`config.mk`:
```
export PLATFORM = sky130hd
export DESIGN_NAME = hex_keypad_entry
export DESIGN_NICKNAME = d
export VERILOG_FILES = /design/src/rtl/hex_keypad_pkg.sv /design/src/rtl/hex_keypad_entry_sync_2ff.sv /design/src/rtl/hex_keypad_entry.sv
export SDC_FILE = /design/constraint.sdc
export NUM_CORES = 1
export LEC_CHECK = 0
export BUFFER_PORTS_ARGS = -buffer_cell sky130_fd_sc_hd__buf_4
export CAP_MARGIN = 20
export CORE_MARGIN = 4
export CORE_UTILIZATION = 35
export DETAILED_ROUTE_END_ITERATION = 10
export HOLD_SLACK_MARGIN = 0.05
export PLACE_DENSITY = 0.6
export SETUP_SLACK_MARGIN = 0.2
export SYNTH_ARGS = -nofsm -noshare
export SYNTH_HDL_FRONTEND = slang
export SYNTH_SLANG_ARGS = --single-unit
```
`constraint.sdc`:
```
create_clock -name clk_i -period 3.2 [get_ports clk_i]
set_clock_uncertainty 0.2 [all_clocks]
set_input_delay 0.64 -clock clk_i [delete_from_list [all_inputs] [get_ports clk_i]]
set_output_delay 0.64 -clock clk_i [all_outputs]
set_load 0.02 [all_outputs]
```
`src/rtl/hex_keypad_pkg.sv`:
```
// Shared types and helpers for the hex keypad scanner: FSM states, key map
// and row decoding.
package hex_keypad_pkg;

  typedef enum logic [1:0] {
    SCAN,
    DEBOUNCE,
    PRESSED
  } state_t;

  // Indexed by {row, col}; '*' and '#' report as E and F.
  localparam logic [3:0] KEY_MAP [16] = '{
    4'h1, 4'h2, 4'h3, 4'hA,
    4'h4, 4'h5, 4'h6, 4'hB,
    4'h7, 4'h8, 4'h9, 4'hC,
    4'hE, 4'h0, 4'hF, 4'hD
  };

  function automatic logic is_onehot(input logic [3:0] v);
    return (v != 4'd0) && ((v & (v - 4'd1)) == 4'd0);
  endfunction

  function automatic logic [1:0] onehot_to_idx(input logic [3:0] onehot);
    logic [1:0] idx;
    idx = '0;
    for (int i = 0; i < 4; i++) begin
      if (onehot[i]) idx = 2'(i);
    end
    return idx;
  endfunction

endpackage

```
`src/rtl/hex_keypad_entry_sync_2ff.sv`:
```
// Two-flop synchronizer for asynchronous inputs; resets to all-ones so idle
// pulled-up keypad rows read as "no key" straight out of reset.
module sync_2ff #(
  parameter int WIDTH = 4
) (
  input  logic             clk_i,
  input  logic             rst_i,
  input  logic [WIDTH-1:0] d_i,
  output logic [WIDTH-1:0] q_o
);

  logic [WIDTH-1:0] meta_q;
  logic [WIDTH-1:0] sync_q;

  always_ff @(posedge clk_i or negedge rst_i) begin
    if (!rst_i) begin
      meta_q <= '1;
      sync_q <= '1;
    end else begin
      meta_q <= d_i;
      sync_q <= meta_q;
    end
  end

  assign q_o = sync_q;

endmodule

```
`src/rtl/hex_keypad_entry.sv`:
```
// 4x4 hex keypad scanner: column scan, strobed debounce of press and release,
// and a 4-digit shift register feeding the seven-segment display driver.
module hex_keypad_entry
  import hex_keypad_pkg::*;
#(
  parameter int SCAN_DIV   = 50000,
  parameter int DEBOUNCE_N = 4
) (
  input  logic        clk_i,
  input  logic        rst_i,
  input  logic [3:0]  row_i,
  input  logic        clr_i,
  output logic [3:0]  col_o,
  output logic [15:0] data_o,
  output logic [3:0]  key_code_o,
  output logic        key_valid_o,
  output logic        key_held_o
);

  localparam int DW = $clog2(SCAN_DIV);
  localparam int BW = $clog2(DEBOUNCE_N + 1);
  localparam logic [DW-1:0] DWELL_LAST = DW'(SCAN_DIV - 1);
  localparam logic [BW-1:0] DEB_LAST   = BW'(DEBOUNCE_N - 1);

  logic [3:0]    rs;
  logic          strobe;
  logic          key_ok;
  logic [1:0]    key_row;

  state_t        state_q, state_d;
  logic [DW-1:0] dwell_q, dwell_d;
  logic [BW-1:0] deb_q, deb_d;
  logic [1:0]    col_idx_q, col_idx_d;
  logic [1:0]    row_q, row_d;
  logic [15:0]   data_q, data_d;
  logic [3:0]    code_q, code_d;
  logic          valid_q, valid_d;
  logic          held_q, held_d;

  sync_2ff #(.WIDTH(4)) u_row_sync (
    .clk_i (clk_i),
    .rst_i (rst_i),
    .d_i   (row_i),
    .q_o   (rs)
  );

  assign strobe  = (dwell_q == DWELL_LAST);
  assign key_ok  = is_onehot(~rs);
  assign key_row = onehot_to_idx(~rs);

  always_comb begin
    state_d   = state_q;
    deb_d     = deb_q;
    col_idx_d = col_idx_q;
    row_d     = row_q;
    data_d    = data_q;
    code_d    = code_q;
    valid_d   = 1'b0;
    held_d    = held_q;
    dwell_d   = strobe ? '0 : dwell_q + DW'(1);

    case (state_q)
      SCAN: begin
        if (strobe) begin
          if (key_ok) begin
            row_d   = key_row;
            deb_d   = BW'(1);
            state_d = DEBOUNCE;
          end else begin
            col_idx_d = col_idx_q + 2'd1;
          end
        end
      end
      DEBOUNCE: begin
        if (strobe) begin
          if (key_ok && (key_row == row_q)) begin
            if (deb_q == DEB_LAST) begin
              code_d  = KEY_MAP[{row_q, col_idx_q}];
              data_d  = {data_q[11:0], KEY_MAP[{row_q, col_idx_q}]};
              valid_d = 1'b1;
              held_d  = 1'b1;
              deb_d   = '0;
              state_d = PRESSED;
            end else begin
              deb_d = deb_q + BW'(1);
            end
          end else begin
            deb_d   = '0;
            state_d = SCAN;
          end
        end
      end
      PRESSED: begin
        // Any single-key sample, even a different key, restarts the release count.
        if (strobe) begin
          if (key_ok) begin
            deb_d = '0;
          end else if (deb_q == DEB_LAST) begin
            deb_d     = '0;
            held_d    = 1'b0;
            col_idx_d = col_idx_q + 2'd1;
            state_d   = SCAN;
          end else begin
            deb_d = deb_q + BW'(1);
          end
        end
      end
      default: begin
        deb_d   = '0;
        state_d = SCAN;
      end
    endcase

    if (clr_i) data_d = '0;
  end

  always_ff @(posedge clk_i or negedge rst_i) begin
    if (!rst_i) begin
      state_q   <= SCAN;
      dwell_q   <= '0;
      deb_q     <= '0;
      col_idx_q <= '0;
      row_q     <= '0;
      data_q    <= '0;
      code_q    <= '0;
      valid_q   <= 1'b0;
      held_q    <= 1'b0;
    end else begin
      state_q   <= state_d;
      dwell_q   <= dwell_d;
      deb_q     <= deb_d;
      col_idx_q <= col_idx_d;
      row_q     <= row_d;
      data_q    <= data_d;
      code_q    <= code_d;
      valid_q   <= valid_d;
      held_q    <= held_d;
    end
  end

  assign col_o       = ~(4'b0001 << col_idx_q);
  assign data_o      = data_q;
  assign key_code_o  = code_q;
  assign key_valid_o = valid_q;
  assign key_held_o  = held_q;

endmodule

```
==> key figures, run 1 <==
Clock tree
  • Clock buffer depth: 2
  • Worst skew pair latency: 0.30 ns
  • Sink Count: 55
  • Hold_buf cts: 0
  • CTS tree: built
  • Clk root buf: clkbuf_8
  • Clock transition at path regs: 0.10 ns
  • H-tree Lvls: 2
  • Total CTS buffers: 5
  • Postcts setup bufs: 0
  • Post-cts resize count: 0

Critical path
  • Critical path class: reg -> reg
  • Startpoint Class: flip-flop
  • Critical Path RT: 3.22 ns
  • Crit path DAT: 2.42 ns
  • Crit-path max FO: 7
  • CP Capture Type: flip-flop

Job
  • Max-cap violations: 0

Route
  • DRC errors left: 0
  • DR WL/cell: 12.67 µm
  • Final wirelength: 4.788 mm
  • Final ANT Viol Nets: 0
  • Vias per Instance: 4.831
  • Drt initial violations: 74
  • Total number of vias: 1826
  • First-pass DRT Iterations: 4

GRT
  • Overall Global Routing Usage: 0.1172
  • First-pass GRT wire length: 8.452 mm
  • Number of global-route vias before repair: 1759
  • Gr ovfl total: 0
  • Initial antenna violation count: 0
  • Largest net degree at the start of global routing: 56

Timing
  • Worst slew pin tran: 0.6770 ns
  • Highest Clock Rate: 416.6 MHz
  • Final Hold Vio Count: 0
  • Slew margin rel.: 0.5487
  • Fin Setup TNS: 0 ns
  • Final worst-path cycle share: 0.7500
  • Setup Viol. Count Final: 0
  • Final min period: 2.400 ns
  • Max-slew violations: 0
  • RSZ-0062 raised after global routing: no

Placed design
  • Dpl hpwl: 3.486 mm
  • Placed Instances: 370
  • Input/output buffers: 32
  • Final GP Congestion: 0.8053

Synth
  • Warnings from Yosys: 0
  • Cell area after synthesis: 2658 µm²
  • Syn nets: 260
  • Syn_area_per_cell: 10.85 µm²
  • Asr flop ratio synth: 1.000
  • Post-Syn Instances: 245
  • Sequential area share after synthesis: 0.5217
  • Unique masters post-synth: 46
  • Post-synth EDFFs: 0
  • Predominant post-synthesis flop cell: dfrtp_1
  • Flops & latches, synth: 55

Finish
  • Nets: 293
  • ANT cells: 0
  • Layout cells sized above 1: 0.1935
  • Area growth from synthesis to layout: 17.04%
  • Layout Cells excl Fill: 378

Die
  • Boundary Pins: 33
  • Core Area: 7331 µm²
  • Die area: 9051 µm²
  • Rows: 31
  • Chip Height: 95.14 µm
  • Die width: 95.14 µm
  • Initial core utilization: 0.3625

Min path
  • Hold Path Class: in -> async

Outcome
  • Status: finished clean

Power
  • Leakage: 1.416 nW
  • Maximum vdd drop: 0.1690 mV
  • PwrDens: 392.2 nW/µm²
==> worst paths after layout <==
check,start,endpoint,cells after the start,slack [ns]
setup / recovery,u_row_sync.q_o[2],data_o[0],5,0.80
hold / removal,rst_i,data_o[15],1,0.16
setup reg to reg,u_row_sync.q_o[2],data_o[0],5,0.80
hold reg to reg,u_row_sync.meta_q[1],u_row_sync.q_o[1],0,0.16
max in group asynchronous,rst_i,dwell_q[0],1,2.18
min in group clk_i,u_row_sync.meta_q[1],u_row_sync.q_o[1],0,0.16
==> cell type report <==
class	instances	area [µm²]
inverter	17	63.81
clock buffer	6	82.58
clock inverter	2	35.03
timing repair buffer	33	247.7
fill	693	4220
tap	99	123.9
multi-input combinational	166	1171
sequential	55	1386
==> worst max-delay path, stage by stage (launching register included) <==
cell	delay, ns
dfstp_2	0.56
nand2b_1	0.09
and3_1	0.21
nor4_2	0.55
nand3_1	0.39
a211oi_1	0.32
==> synth_stat cells, drive strengths merged (3+ instances only) <==
library cell / count / area share
a21oi: 8 / 0.015
a31oi: 3 / 0.0071
and3: 4 / 0.0094
buf: 3 / 0.0080
clkbuf: 4 / 0.0056
dfrtp: 47 / 0.44
dfstp: 8 / 0.079
ha: 8 / 0.038
inv: 17 / 0.024
mux2i: 19 / 0.072
nand2: 17 / 0.024
nand2b: 18 / 0.042
nand3: 8 / 0.015
nand4: 3 / 0.0071
nor2: 18 / 0.025
nor4: 5 / 0.014
o21ai: 3 / 0.0056
xnor2: 9 / 0.030
xor2: 11 / 0.036
==> report_power, final <==
| group | leakage (nW) | total (mW) | switching (mW) | internal [mW] |
|---|---|---|---|---|
| Sequential | 0.727 | 0.707 | 0.00298 | 0.704 |
| Combinational | 0.628 | 0.0394 | 0.0263 | 0.0131 |
| Clock | 0.0612 | 0.474 | 0.220 | 0.254 |
| Total | 1.42 | 1.22 | 0.249 | 0.970 |
==> metrics by stage <==
stage          hold WS, ns  worst slack (ns)  area [µm²]  total power [mW]    util
2_1_floorplan       0.1444            0.9456        2658            0.7384       -
3_3_place_gp        0.1466            0.8446        2993            0.7606  0.4083
3_5_place_dp        0.1468            0.7989        2993            0.7614  0.4083
4_1_cts             0.1607            0.7869        3110             1.237  0.4243
5_1_grt             0.1620            0.5824        3110             1.267  0.4243
6_report            0.1579            0.7999        3110             1.220  0.4243
==> registers in the layout (all words and copies together), names as in the netlist <==
| signal | count |
|---|---|
| row_q | 2 |
| data_o | 16 |
| col_idx_q | 2 |
| dwell_q | 16 |
| deb_q | 3 |
| u_row_sync.meta_q | 4 |
| key_code_o | 4 |
| key_valid_o | 1 |
| key_held_o | 1 |
| state_q | 2 |
| u_row_sync.q_o | 4 |
==> metal layers <==
metal / up-vias / track usage / routed length, µm
li1: 907 / - / -
met1: 867 / 0.1645 / 2301
met2: 47 / 0.1790 / 2129
met3: 5 / 0.02526 / 286
met4: 0 / 0.03966 / 71
met5: - / 0 / 0
==> logic make-up after synthesis <==
logic type,share of synthesized area
adder cells (fa/ha/maj),0.03767
XOR/XNOR,0.06591
buffers and inverters,0.03766
AND/OR/NAND/NOR,0.1864
multiplexers,0.08004
AO/OA/AOI/OAI,0.07063
flip-flops,0.5217
==> cell usage in the layout, fill, tap and decap left out, drive strengths merged, types with 3 or more instances in the layout <==
master  netlist  routed
xor2         11      11
nand3         8       8
inv          17      17
xnor2         9       9
ha            8       8
a31oi         3       3
nand4         3       3
nor2         18      18
clkbuf        4       6
dfrtp        47      47
and3          4       4
nor4          5       5
a21oi         8       8
mux2i        19      19
o21ai         3       3
buf           3      33
nand2b       18      18
nand2        17      17
dfstp         8       8
Note: power is estimated with default switching activity, not from simulation.
==> run 2, diff against run 1 <==
- PLACE_DENSITY: 0.6 -> 0.62
- clock period: 3.2 -> 2 ns (I/O delays scaled with it)
==> run 2 against run 1 <==
Net effect: highest routed layer unchanged; total power up 55%; via count up 13%; routed wire length up 20%; the flow now finishes with violations (setup timing); largest power group unchanged.
==> key figures, run 2 (same netlist as run 1, synthesis figures left out) <==
Outcome
  • Status: finished, violations left
  • Failing checks: setup timing

GRT
  • Gr ovfl total: 0 (unchanged)
  • GRT Max-Usage Layer: met2
  • Largest net degree at the start of global routing: 56 (unchanged)
  • Met2 usage: 0.2140 (+0.03499)
  • Met1 Use GR: 0.1851 (+0.02065)
  • First-pass GRT wire length: 9.646 mm (+14%)
  • Overall Global Routing Usage: 0.1341 (+0.01687)
  • M3 GR Usage: 0.03236 (+0.007103)
  • Number of global-route vias before repair: 2031 (+15%)
  • Initial antenna violation count: 0 (unchanged)

Timing
  • Slew margin rel.: 0.5364 (-0.01226)
  • Setup Viol. Count Final: 23 (+23)
  • Final Hold Vio Count: 0 (unchanged)
  • Final min period: 2.162 ns (-0.2386 ns)
  • Fin Setup TNS: -2.138 ns (-2.138 ns)
  • Worst slew pin tran: 0.6954 ns (+0.01840 ns)
  • Final setup margin: -0.1615 ns (-0.9614 ns)
  • Final worst-path cycle share: 1.081 (+0.3307)
  • RSZ-0062 raised after global routing: yes
  • Highest Clock Rate: 462.6 MHz (+11%)
  • Max-slew violations: 0 (unchanged)

Route
  • Final wirelength: 5.754 mm (+20%)
  • DR WL/cell: 13.26 µm (+4.7%)
  • Drt initial violations: 85 (+15%)
  • Total number of vias: 2070 (+13%)
  • Vias per Instance: 4.770 (-1.3%)
  • DRC errors left: 0 (unchanged)
  • First-pass DRT Iterations: 4 (unchanged)
  • Final ANT Viol Nets: 0 (unchanged)

Die
  • Initial core utilization: 0.3625 (unchanged)
  • Boundary Pins: 33 (unchanged)
  • Die width: 95.14 µm (unchanged)
  • Chip Height: 95.14 µm (unchanged)
  • Core Area: 7331 µm² (unchanged)
  • Die area: 9051 µm² (unchanged)
  • Rows: 31 (unchanged)

Clock tree
  • Worst skew pair latency: 0.31 ns (about the same)
  • Clock buffer depth: 2 (unchanged)
  • Total CTS buffers: 5 (unchanged)
  • Clock transition at path regs: 0.09 ns (about the same)
  • Sink Count: 55 (unchanged)
  • CTS tree: built
  • H-tree Lvls: 2 (unchanged)
  • Clk root buf: clkbuf_8

Finish
  • Most frequent cells in the layout: buf_4, dfrtp_1, mux2i_1
  • Most common cell after layout, fill and taps aside: buf_4
  • Layout cells sized above 1: 0.4328 (+0.2393)
  • Area growth from synthesis to layout: 47.60%
  • Design area: 3923 µm² (+26%)
  • ANT cells: 0 (unchanged)
  • Nets: 349 (+19%)
  • Fillers: 639 (-7.8%)

Critical path
  • Startpoint Class: flip-flop
  • CP Capture Type: flip-flop
  • Critical Path RT: 1.99 ns (-1.23 ns)
  • Crit path DAT: 2.15 ns (-0.27 ns)
  • Critical path class: reg -> reg
  • Crit-path max FO: 3 (-4)

Power
  • PwrDens: 481.9 nW/µm² (+23%)
  • Sequential power share: 0.598 (+0.019)
  • Leakage: 1.795 nW (+27%)
  • Comb pwr share: 0.055 (+0.023)
  • Switch Pwr: 401.4 µW (+61%)
  • Internal: 1.489 mW (+53%)
  • Sw frac: 0.2123 (+0.007877)
  • Clock power frac: 0.347 (-0.041)
  • Maximum vdd drop: 0.2743 mV (+62%)

Placed design
  • Final GP Congestion: 0.8128 (+0.93%)
  • Input/output buffers: 32 (unchanged)
  • Dpl hpwl: 3.820 mm (+9.6%)
  • Dpl cell area: 3301 µm² (+10%)

Job
  • Max-cap violations: 0 (unchanged)

Min path
  • Hold Path Class: reg -> reg
[run 2: cell count changes in the layout (fill, tap and decap cells not counted), sizes merged]
cell,delta
buf,+51
dlygate4sd3,+5
clkbuf,+2
bufinv,-1
clkinv,-1
[run 2: metrics by stage]
step | total power [mW] | hold slack [ns] | utilization | setup WS [ns] | cells
after floorplan | 1.185 | -0.09559 | - | -0.1672 | 245
final | 1.890 | 0.1597 | 0.5351 | -0.1615 | 434
after global placement | 1.233 | 0.1457 | 0.4502 | -0.1251 | 401
after detailed placement | 1.233 | 0.1478 | 0.4502 | -0.1551 | 401
after CTS | 1.921 | 0.1614 | 0.5115 | -0.1503 | 427
after global routing | 1.975 | 0.1628 | 0.5351 | -0.2659 | 434
[run 2: layout make-up]
cell class,instances,area [µm²],share of cell area
well taps,99,123.9,0.03158
repair buffers,89,743.2,0.1895
flip-flops and latches,55,1389,0.3541
multi-input cells,166,1498,0.3818
inverters,17,68.82,0.01754
clock buffers,8,100.1,0.02552
[run 2: worst max-delay path: stages, from the launching register on]
cell	delay, ns
dfstp_2	0.58
nand2_2	0.08
xor2_2	0.15
or4_4	0.51
buf_4	0.16
nor4_4	0.27
a211oi_1	0.09
[run 2: metal layers]
metal  share of wire  routed length [µm]
met1            0.46                2667
met2            0.48                2771
met3           0.045                 258
met4          0.0099                  57
met5               0                   0
[run 2: worst paths after layout]
check                      cells past startpoint  slack [ns]           endpoint                  from
min                                            0        0.16  u_row_sync.q_o[0]  u_row_sync.meta_q[0]
max in group asynchronous                      2        0.63       col_idx_q[1]                 rst_i
max                                            6       -0.16          data_o[0]     u_row_sync.q_o[2]
min reg2reg                                    0        0.16  u_row_sync.q_o[0]  u_row_sync.meta_q[0]
max reg2reg                                    6       -0.16          data_o[0]     u_row_sync.q_o[2]
min in group asynchronous                      2        0.47         data_o[15]                 rst_i
[run 2: what timing repair did]
action / 4_1_cts / 5_1_grt
endpoints found under the setup margin: 37 / 40
pin swaps: 17 / 10
hold buffers: 5 / 0
buffers inserted: 13 / 7
endpoints found under the hold margin: 51 / 0
gates resized for setup: 42 / 21
[run 2: power groups by stage]
stage / Combinational, mW / Sequential [mW] / Clock [mW]
global route: 0.116 / 1.13 / 0.728
global placement: 0.0809 / 1.15 / 0
CTS: 0.104 / 1.13 / 0.686
floorplan: 0.0331 / 1.15 / 0
detailed placement: 0.0813 / 1.15 / 0
finish: 0.104 / 1.13 / 0.656
==> run 3, diff against run 2 <==
- PLACE_DENSITY: 0.62 -> 0.6
- SKIP_CTS_REPAIR_TIMING: unset -> 1
- clock period: 2 -> 2.15 ns (I/O delays scaled with it)
==> run 3 against run 2 <==
Net effect: the run still ends with setup timing left; design area down 3.0%; combinational power up 4%; global-route usage is 0.84 points lower; routed wire length shrank 2.6%; die area unchanged; count of clock-buffer cells in the layout decreased by 1; utilization is 1.6 points lower; via count fell by 1.9%; flip-flop and latch count did not move; sequential power decreased by 7%; worst setup slack better by 0.12 ns; highest routed layer unchanged.
==> key figures, run 3 (same netlist as run 1, synthesis figures left out) <==
Die
  • Die area: 9051 µm² (unchanged)
  • Chip Height: 95.14 µm (unchanged)
  • Core Area: 7331 µm² (unchanged)
  • Rows: 31 (unchanged)
  • Die width: 95.14 µm (unchanged)
  • Initial core utilization: 0.3625 (unchanged)
  • Boundary Pins: 33 (unchanged)

Route
  • DRC errors left: 0 (unchanged)
  • Vias per Instance: 4.734 (-0.74%)
  • Total number of vias: 2031 (-1.9%)
  • First-pass DRT Iterations: 4 (unchanged)
  • Final wirelength: 5.606 mm (-2.6%)
  • DR WL/cell: 13.07 µm (-1.4%)
  • Final ANT Viol Nets: 0 (unchanged)
  • Drt initial violations: 81 (-4.7%)

Min path
  • Hold Path Class: reg -> reg

GRT
  • First-pass GRT wire length: 8.949 mm (-7.2%)
  • Initial antenna violation count: 0 (unchanged)
  • Gr ovfl total: 0 (unchanged)
  • Overall Global Routing Usage: 0.1256 (-0.008410)
  • Number of global-route vias before repair: 1938 (-4.6%)
  • Largest net degree at the start of global routing: 56 (unchanged)

Timing
  • RSZ-0062 raised after global routing: yes
  • Slew margin rel.: 0.5437 (+0.007228)
  • Setup Viol. Count Final: 12 (-48%)
  • Max-slew violations: 0 (unchanged)
  • Final setup margin: -0.03836 ns (+0.1232 ns)
  • Final min period: 2.188 ns (+0.02685 ns)
  • Highest Clock Rate: 457.0 MHz (-1.2%)
  • Final Hold Vio Count: 0 (unchanged)
  • Final worst-path cycle share: 1.018 (-0.06292)
  • Worst slew pin tran: 0.6845 ns (-0.01084 ns)

Clock tree
  • CTS tree: built
  • Total CTS buffers: 5 (unchanged)
  • H-tree Lvls: 2 (unchanged)
  • Clock buffer depth: 2 (unchanged)
  • Clock transition at path regs: 0.09 ns (about the same)
  • Sink Count: 55 (unchanged)
  • Worst skew pair latency: 0.31 ns (about the same)
  • Clk root buf: clkbuf_8

Finish
  • ANT cells: 0 (unchanged)
  • Area growth from synthesis to layout: 43.13%
  • Area of the multi-input gates: 1436 µm² (-4.1%)
  • Layout cells sized above 1: 0.4152 (-0.01768)
  • Most common cell after layout, fill and taps aside: buf_4
  • Design area: 3804 µm² (-3.0%)
  • Most frequent cells in the layout: buf_4, dfrtp_1, mux2i_1
  • Nets: 344 (-1.4%)
  • Fillers: 636 (-0.47%)
  • Reg area: 1389 µm² (unchanged)

Critical path
  • Startpoint Class: flip-flop
  • Worst setup path startpoint: u_row_sync.q_o[2]
  • Reg-to-reg critical path startpoint: u_row_sync.q_o[2]
  • Critical Path RT: 2.14 ns (+0.15 ns)
  • Crit path DAT: 2.18 ns (+0.03 ns)
  • Critical path class: reg -> reg
  • Crit-path max FO: 3 (unchanged)
  • Reg2reg setup slack: -0.04 ns (+0.12 ns)
  • CP Capture Type: flip-flop
  • Reg2reg end: data_o[3]
  • R2R depth: 6 (unchanged)
  • Critical Path End: data_o[3]

Placed design
  • Place WS: -0.01110 ns (+0.1440 ns)
  • Input/output buffers: 32 (unchanged)
  • Dpl hpwl: 3.829 mm (+0.24%)
  • Dpl cell area: 3264 µm² (-1.1%)
  • Final GP Congestion: 0.8419 (+3.6%)

Power
  • Leakage: 1.752 nW (-2.4%)
  • Maximum vdd drop: 0.2698 mV (-1.6%)
  • PwrDens: 456.4 nW/µm² (-5.3%)

Outcome
  • Status: finished, violations left
  • Failing checks: setup timing

Job
  • Max-cap violations: 0 (unchanged)
-- run 3: changes by cell type in the layout (fill, tap and decap cells not counted), moves of 3 or more --
cell and change:
buf_4 -3, inv_1 +3, ha_1 +3, ha_4 -4
a21oi_2 +3, a21oi_1 -3
-- run 3: per-stage QoR --
stage          utilization  setup TNS (ns)  cells  power [mW]  hold WS [ns]
5_1_grt             0.5189          -1.281    429       1.822        0.1642
6_report            0.5189         -0.1356    429       1.736        0.1595
2_1_floorplan            -         -0.1726    245       1.101      -0.06559
4_1_cts             0.4576        -0.07809    409       1.725      -0.02065
3_5_place_dp        0.4453        -0.01110    401       1.145        0.1478
3_3_place_gp        0.4453               0    401       1.144        0.1463
-- run 3: how the worst min path moves through the flow --
stage | depth (start not counted) | endpoint | start | slack, ns
5_1_grt | 0 | u_row_sync.q_o[2] | u_row_sync.meta_q[2] | 0.16
3_3_place_gp | 0 | u_row_sync.q_o[0] | u_row_sync.meta_q[0] | 0.15
4_1_cts | 1 | key_code_o[1] | rst_i | -0.02
3_5_place_dp | 0 | u_row_sync.q_o[0] | u_row_sync.meta_q[0] | 0.15
6_report | 0 | u_row_sync.q_o[0] | u_row_sync.meta_q[0] | 0.16
2_1_floorplan | 0 | col_idx_q[0] | rst_i | -0.07
-- run 3: where the power goes --
group	switching [mW]	internal, mW
logic	0.0563	0.0513
registers	0.00639	1.05
clock network	0.316	0.259
-- run 3: layout make-up --
class,count,share of cell area
flip-flops and latches,55,0.3651
well taps,99,0.03257
inverters,17,0.01743
repair buffers,84,0.1836
clock inverters,1,0.0009868
clock buffers,7,0.02270
multi-input cells,166,0.3776
-- run 3: layer usage --
metal | up-vias | part of all wire | GRT usage
met4 | 0 | 0.019 | 0.04327
li1 | 1008 | - | -
met2 | 47 | 0.46 | 0.1918
met3 | 8 | 0.048 | 0.02920
met1 | 968 | 0.48 | 0.1749
met5 | - | 0 | 0
-- run 3: worst max-delay path, stage by stage, from the launching register on --
cell      delay, ns
dfstp_2        0.61
nand2_4        0.07
xor2_2         0.14
or4_4          0.53
buf_4          0.17
nor4_4         0.28
a211oi_1       0.08
